--- src/rtl/mid_system.sv ---
// Three independent units behind one boundary: 4-bit add/sub (A), serial "1011"
// detector with wrap-around hit counter (B), and an 8-to-3 priority encoder (C).
module mid_system #(
  parameter int CNT_W = 4
) (
  input  logic             clk,
  input  logic             rstn,
  input  logic [3:0]       a_x,
  input  logic [3:0]       a_y,
  input  logic             a_sub,
  output logic [3:0]       a_res,
  output logic             a_cout,
  output logic             a_ovf,
  input  logic             b_en,
  input  logic             b_din,
  output logic             b_det,
  output logic [CNT_W-1:0] b_cnt,
  input  logic [7:0]       c_in,
  output logic [2:0]       c_code,
  output logic             c_valid
);

  // Unit A: subtraction is X + ~Y + 1, so cout doubles as the no-borrow flag
  logic [3:0] a_yp;
  logic [4:0] a_sum;

  assign a_yp   = a_y ^ {4{a_sub}};
  assign a_sum  = {1'b0, a_x} + {1'b0, a_yp} + {4'b0000, a_sub};
  assign a_res  = a_sum[3:0];
  assign a_cout = a_sum[4];
  assign a_ovf  = (a_x[3] == a_yp[3]) && (a_sum[3] != a_x[3]);

  // Unit B: Moore detector, overlapping matches
  typedef enum logic [2:0] {S0, S1, S2, S3, S4} b_state_t;

  b_state_t b_st;

  function automatic b_state_t b_next(input b_state_t s, input logic d);
    case (s)
      S0:      b_next = d ? S1 : S0;
      S1:      b_next = d ? S1 : S2;
      S2:      b_next = d ? S3 : S0;
      S3:      b_next = d ? S4 : S2;
      S4:      b_next = d ? S1 : S2;
      default: b_next = S0;
    endcase
  endfunction

  // det is registered alongside the state so it is high exactly while in S4
  always_ff @(posedge clk or negedge rstn) begin
    if (!rstn) begin
      b_st  <= S0;
      b_det <= 1'b0;
      b_cnt <= '0;
    end else if (b_en) begin
      b_st  <= b_next(b_st, b_din);
      b_det <= (b_next(b_st, b_din) == S4);
      if (b_next(b_st, b_din) == S4)
        b_cnt <= b_cnt + 1'b1;
    end
  end

  // Unit C: later iterations overwrite, so the highest set bit wins
  always_comb begin
    c_code = 3'b000;
    for (int i = 0; i < 8; i++)
      if (c_in[i]) c_code = 3'(i);
  end

  assign c_valid = |c_in;

endmodule

--- config.mk ---
export PLATFORM = sky130hd
export DESIGN_NAME = mid_system
export DESIGN_NICKNAME = d
export VERILOG_FILES = /design/src/rtl/mid_system.sv
export SDC_FILE = /design/constraint.sdc
export NUM_CORES = 1
export LEC_CHECK = 0
export CORE_UTILIZATION = 38
export CTS_CLUSTER_SIZE = 8
export DETAILED_ROUTE_END_ITERATION = 12
export PLACE_DENSITY = 0.83
export SYNTH_ARGS = -nofsm -noshare
export SYNTH_HDL_FRONTEND = slang
export SYNTH_SLANG_ARGS = --single-unit
--- constraint.sdc ---
create_clock -name clk -period 4.8 [get_ports clk]
set_input_delay 1.2 -clock clk [delete_from_list [all_inputs] [get_ports clk]]
set_output_delay 1.2 -clock clk [all_outputs]
set_load 0.01 [all_outputs]
==> results.toml, run 1 <==
[sta]
final-max-slew-violation-count = 0
rsz0062_at_grt = "false"
finalSetupViolations = 0
skew_ps = 0.564
slew-limit-headroom_pct = 76.9
final_setup_tns_ps = 0
final.period_utilization_pct = 94.8
final_hold_viol_count = 0
maxClockFrequency_mhz = 220
tightestPinTransition_ps = 345
period_minus_slack_ps = 4550

[clock_network]
cts-htree-levels = 1
max-clock-path-buffers = 2
cts_sinks = 8
postCtsResizedCells = 0
hold_buffers = 0
clk_root_buffer_cell = "sky130_fd_sc_hd__clkbuf_4"
clk_pin_slew_ps = 50
cts_setup_buffers = 0
clk_latency_ps = 250
cts_tree = "done"
cts_buffers = 3

[job]
cap_viol_max_count = 0

[setup_path]
crit_top_cell = "sky130_fd_sc_hd__clkdlybuf4s50_1"
worst-endpoint-required_ps = 3600
path_max_fanout = 4
critical-path-slowest-cell = "sky130_fd_sc_hd__clkdlybuf4s50_1"
critPathLaunchType = "input port"
cp-end-kind = "output port"
data_arrival_at_the_endpoint_of_the_critical_path_ps = 3350
critical_path_cell_sequence = "clkdlybuf4s50_1, xor2_1, ha_1, a21o_1, a31o_1, xnor2_1, nor2_1, clkdlybuf4s50_1"
critPathKind = "in -> out"
r2r_setup_slack_ps = 3630
biggest_cell_delay_along_the_critical_path_ps = 570

[synthesis]
synth.distinct_cells = 20
dominantRegCellSynth = "sky130_fd_sc_hd__dfrtp_1"
ys.warnings.count = 0
syn-mean-instance-area_sq_um = 8.97
async_reset_ff_share_pct = 100
synth_nets = 92
synth_area_leader_cell = "sky130_fd_sc_hd__dfrtp_1"
synth-edff-count = 0
netlist_top_cells_count = "sky130_fd_sc_hd__dfrtp_1, sky130_fd_sc_hd__nor2_1, sky130_fd_sc_hd__o21ai_0, sky130_fd_sc_hd__xor2_1"
netlist_area_sq_um = 592
post_synth_inst_count = 66
yosysSeqAreaShare_pct = 33.8
number_of_synthesized_register_bits = 8
ys_top_cells_by_area = "sky130_fd_sc_hd__dfrtp_1, sky130_fd_sc_hd__xor2_1, sky130_fd_sc_hd__ha_1"
synth.top_cell.area_share_pct = 33.8

[power_and_ir_drop]
switching_share_pct = 32.8
netSwitchingPower_w = 0.0000989
internal_power_w = 0.000202
power_per_cell_area_nw_per_um2 = 306
sequential_share_of_power_pct = 35.2
vdd_ir_drop_max_mv = 0.287
share_comb_of_total_power_pct = 48.0
leakage_nw = 0.443
pwr-share-clk_pct = 16.8

[grt]
grt_overflow = 0
number_of_antenna_violations_at_the_first_check_in_global_routing = 0
grtUsageTotal_pct = 17.7
grt_first_pass_wirelength_mm = 2.31
grt_max_degree = 9
number_of_global_route_vias_before_repair = 546

[placement]
finalWeightedCongestion = 0.791
port_buf_inserts = 35
placed_wire_length_estimate_after_detailed_placement_mm = 1.16
dp_cells = 116

[outcome]
outcome = "finished, final reports clean"

[die]
floorplan.rows = 13
die_height_um = 41.5
floorplan.initialDensity_pct = 43.3
die_x_um = 41.5
core_sq_um = 1370
overall_die_area_sq_um = 1720
pin_count = 36

[route]
routedWlPerCell_um = 11.2
final_antenna_violating_net_count = 0
detail_route.wirelength_mm = 1.34
initialDrtViolationCount = 5
num_vias = 603
drc = 0
vias_per_cell = 5.07
first_pass_iters = 2

[final_layout]
area_delta_synth_final_pct = 66.2
layout-drive-gt1-share_pct = 5.77
fillers = 109
insertedDiodeCount = 0
nNetsFinal = 132
instances_no_fill = 119

[hold_path]
holdCritPathClass = "reg -> reg"
-- cell type report --
type                       instances  area (sq um)  area share, %
inverter                           5          18.8           1.91
timing repair buffer              35           350           35.6
tap                               15          18.8           1.91
clock buffer                       3          22.5           2.29
multi-input combinational         53           373           37.9
sequential                         8           200           20.4
-- state kept, by name (all words and copies together) (netlist names) --
| name | count |
|---|---|
| b_cnt | 4 |
| b_st | 3 |
| b_det | 1 |
-- metal layers --
metal | share of wire, % | wire, um | global-route usage [%]
met5 | 0 | 0 | 0
met4 | 1.9 | 25 | 7.74
met3 | 7.9 | 106 | 8.26
met2 | 48 | 643 | 27.5
met1 | 42 | 561 | 20.6
-- per-stage QoR --
stage	instance area, sq um	hold slack, ps	util, %	setup WS, ps	total power [W]
floorplan	592	502	-	1290	0.000173
global placement	961	462	70.3	268	0.000248
detailed placement	961	478	70.3	247	0.000254
CTS	983	485	72.0	240	0.000307
global route	983	501	72.0	121	0.000327
finish	983	481	72.0	250	0.000301
-- critical path: cells and delay by family --
kind	cells	cell delay, ps
and+or+nand+nor	1	80
AOI/OAI and AO/OA	2	380
xor gates and xnor gates	2	310
buffers and inverters	2	1100
adders and majority gates	1	290
-- power groups by stage --
stage | Clock, W | Combinational (W) | Sequential [W]
2_1_floorplan | 0 | 0.0000644 | 0.000108
3_3_place_gp | 0 | 0.000143 | 0.000106
3_5_place_dp | 0 | 0.000146 | 0.000107
4_1_cts | 0.0000542 | 0.000147 | 0.000106
5_1_grt | 0.0000579 | 0.000159 | 0.000110
6_report | 0.0000506 | 0.000145 | 0.000106
-- layout by cell type (no fill, tap or decap), types with 2 or more instances in the layout --
master                             n
sky130_fd_sc_hd__a21oi_1           2
sky130_fd_sc_hd__xnor2_1           4
sky130_fd_sc_hd__inv_1             5
sky130_fd_sc_hd__or2_2             2
sky130_fd_sc_hd__nand4_1           2
sky130_fd_sc_hd__clkbuf_4          3
sky130_fd_sc_hd__nand2b_1          4
sky130_fd_sc_hd__xor2_1            6
sky130_fd_sc_hd__a21o_1            3
sky130_fd_sc_hd__nor2_1            8
sky130_fd_sc_hd__clkdlybuf4s50_1  35
sky130_fd_sc_hd__dfrtp_1           8
sky130_fd_sc_hd__o21ai_0           6
sky130_fd_sc_hd__ha_1              4
sky130_fd_sc_hd__nand2_1           5
-- cell families (layout without fill, tap and decap cells) --
logic type	count (synthesis)	after routing	synth area share, %
AOI/OAI and AO/OA	15	15	16.3
xor gates and xnor gates	10	10	14.8
adders and majority gates	5	5	11.8
buffers and inverters	5	43	3.17
DFF	8	8	33.8
muxes	1	1	2.54
and+or+nand+nor	22	22	17.5
-- final timing paths --
kind / start / cells past startpoint / end
max: a_sub / 8 / a_ovf
min: b_cnt[3] / 1 / b_cnt[3]
max reg2reg: b_st[2] / 3 / b_cnt[0]
min reg2reg: b_cnt[3] / 1 / b_cnt[3]
max in group asynchronous: rstn / 1 / b_st[1]
min in group asynchronous: rstn / 1 / b_st[0]
Power figures use the tool's default switching activity.
==> inputs of run 2 (changes only) <==
--- a/config.mk
+++ b/config.mk
@@ -5,10 +5,13 @@
 export SDC_FILE = /design/constraint.sdc
 export NUM_CORES = 1
 export LEC_CHECK = 0
+export ABC_AREA = 0
+export CORE_MARGIN = 2
 export CORE_UTILIZATION = 38
 export CTS_CLUSTER_SIZE = 8
 export DETAILED_ROUTE_END_ITERATION = 12
 export PLACE_DENSITY = 0.83
+export SKIP_CTS_REPAIR_TIMING = 1
 export SYNTH_ARGS = -nofsm -noshare
 export SYNTH_HDL_FRONTEND = slang
 export SYNTH_SLANG_ARGS = --single-unit
==> results.toml, run 2 (synthesized netlist as in run 1, its figures left out) <==
[power_and_ir_drop]
vdd_ir_drop_max_mv = 0.260
internal_power_w = 0.000202
sequential_share_of_power_pct = 34.8
share_comb_of_total_power_pct = 48.2
leakage_nw = 0.443
netSwitchingPower_w = 0.000101
pwr-share-clk_pct = 17.0
power_per_cell_area_nw_per_um2 = 307
switching_share_pct = 33.2

[die]
die_height_um = 43.5
pin_count = 36
floorplan.rows = 14
floorplan.initialDensity_pct = 39.7
die_x_um = 43.5
core_sq_um = 1490
overall_die_area_sq_um = 1890

[placement]
placed_area_sq_um = 962
placed_wire_length_estimate_after_detailed_placement_mm = 1.24
port_buf_inserts = 35
finalWeightedCongestion = 0.776

[clock_network]
max-clock-path-buffers = 2
cts_buffers = 3
clk_latency_ps = 260
cts_tree = "done"
cts-htree-levels = 1
clk_pin_slew_ps = 50
clk_root_buffer_cell = "sky130_fd_sc_hd__clkbuf_4"
cts_sinks = 8

[setup_path]
data_arrival_at_the_endpoint_of_the_critical_path_ps = 3390
critPathLaunchType = "input port"
r2r_setup_slack_ps = 3640
path_max_fanout = 4
worst-endpoint-required_ps = 3600
critPathKind = "in -> out"
cp-end-kind = "output port"

[sta]
maxClockFrequency_mhz = 218
tightestPinTransition_ps = 355
slew-limit-headroom_pct = 76.3
period_minus_slack_ps = 4590
finalSetupViolations = 0
final_hold_viol_count = 0
final-max-slew-violation-count = 0
final.period_utilization_pct = 95.6
final_setup_tns_ps = 0
rsz0062_at_grt = "false"
skew_ps = 3.52

[final_layout]
layout.cells.most_common_list = "sky130_fd_sc_hd__clkdlybuf4s50_1, sky130_fd_sc_hd__nor2_1, sky130_fd_sc_hd__dfrtp_1"
area_delta_synth_final_pct = 66.4
layout-drive-gt1-share_pct = 5.77
largest_reg_flops = 4
largest_registers = "b_cnt: 4 flops, b_st: 3 flops, b_det: 1 flops"
nNetsFinal = 132
top_register = "b_cnt"
insertedDiodeCount = 0
finalInstanceArea_sq_um = 985
layout.cells.most_common = "sky130_fd_sc_hd__clkdlybuf4s50_1"

[grt]
grt_first_pass_wirelength_mm = 2.35
number_of_antenna_violations_at_the_first_check_in_global_routing = 0
grtUsageTotal_pct = 17.5
number_of_global_route_vias_before_repair = 564
grt_max_degree = 9
grt_overflow = 0

[route]
final_antenna_violating_net_count = 0
num_vias = 604
drc = 0
vias_per_cell = 5.03
detail_route.wirelength.met1_um = 558
initialDrtViolationCount = 5
detailroute.wirelength.met3_um = 126
detail_route.wirelength_mm = 1.40
met2_wirelength_um = 637
first_pass_iters = 3
dr.max_layer_used = "met4"
routedWlPerCell_um = 11.7

[job]
cap_viol_max_count = 0

[outcome]
outcome = "finished, final reports clean"

[hold_path]
holdCritPathClass = "reg -> reg"
-- run 2: final cells by class --
cell class | count | area, sq um
timing repair buffer | 35 | 350
sequential | 8 | 200
inverter | 5 | 18.8
tap | 16 | 20.0
multi-input combinational | 53 | 373
fill | 124 | 504
clock buffer | 3 | 22.5
-- run 2: power by group through the flow --
stage	Combinational (W)	Sequential, W	Clock (W)
after floorplan	0.0000644	0.000108	0
after global placement	0.000142	0.000105	0
after detailed placement	0.000148	0.000107	0
after CTS	0.000148	0.000106	0.0000534
after global routing	0.000162	0.000109	0.0000565
final	0.000146	0.000105	0.0000515
-- run 2: stage by stage --
step           instances  total power [W]  worst slack, ps  hold WS, ps  utilization (%)
6_report             120         0.000303              211          474             66.1
5_1_grt              120         0.000327             91.2          504             66.1
4_1_cts              120         0.000307              191          480             66.1
3_5_place_dp         117         0.000254              190          474             64.6
3_3_place_gp         117         0.000248              265          461             64.6
2_1_floorplan         66         0.000173             1290          502                -
-- run 2: critical path, cell delays in order --
cell	delay, ps
sky130_fd_sc_hd__clkdlybuf4s50_1	570
sky130_fd_sc_hd__xor2_1	170
sky130_fd_sc_hd__ha_1	300
sky130_fd_sc_hd__a21o_1	180
sky130_fd_sc_hd__a31o_1	210
sky130_fd_sc_hd__xnor2_1	130
sky130_fd_sc_hd__nor2_1	90
sky130_fd_sc_hd__clkdlybuf4s50_1	540
-- run 2: metal layers --
metal	vias to the layer above	track usage, %
li1	303	-
met4	0	14.5
met5	-	0
met1	265	18.8
met2	28	26.3
met3	8	7.92
-- run 2: path summary, 6_finish.rpt --
| check | startpoint | end | cells past startpoint |
|---|---|---|---|
| max | a_sub | a_ovf | 8 |
| min in group asynchronous | rstn | b_cnt[3] | 1 |
| min reg2reg | b_cnt[3] | b_cnt[3] | 1 |
| min | b_cnt[3] | b_cnt[3] | 1 |
| max reg2reg | b_st[2] | b_cnt[0] | 3 |
| max in group asynchronous | rstn | b_cnt[1] | 1 |
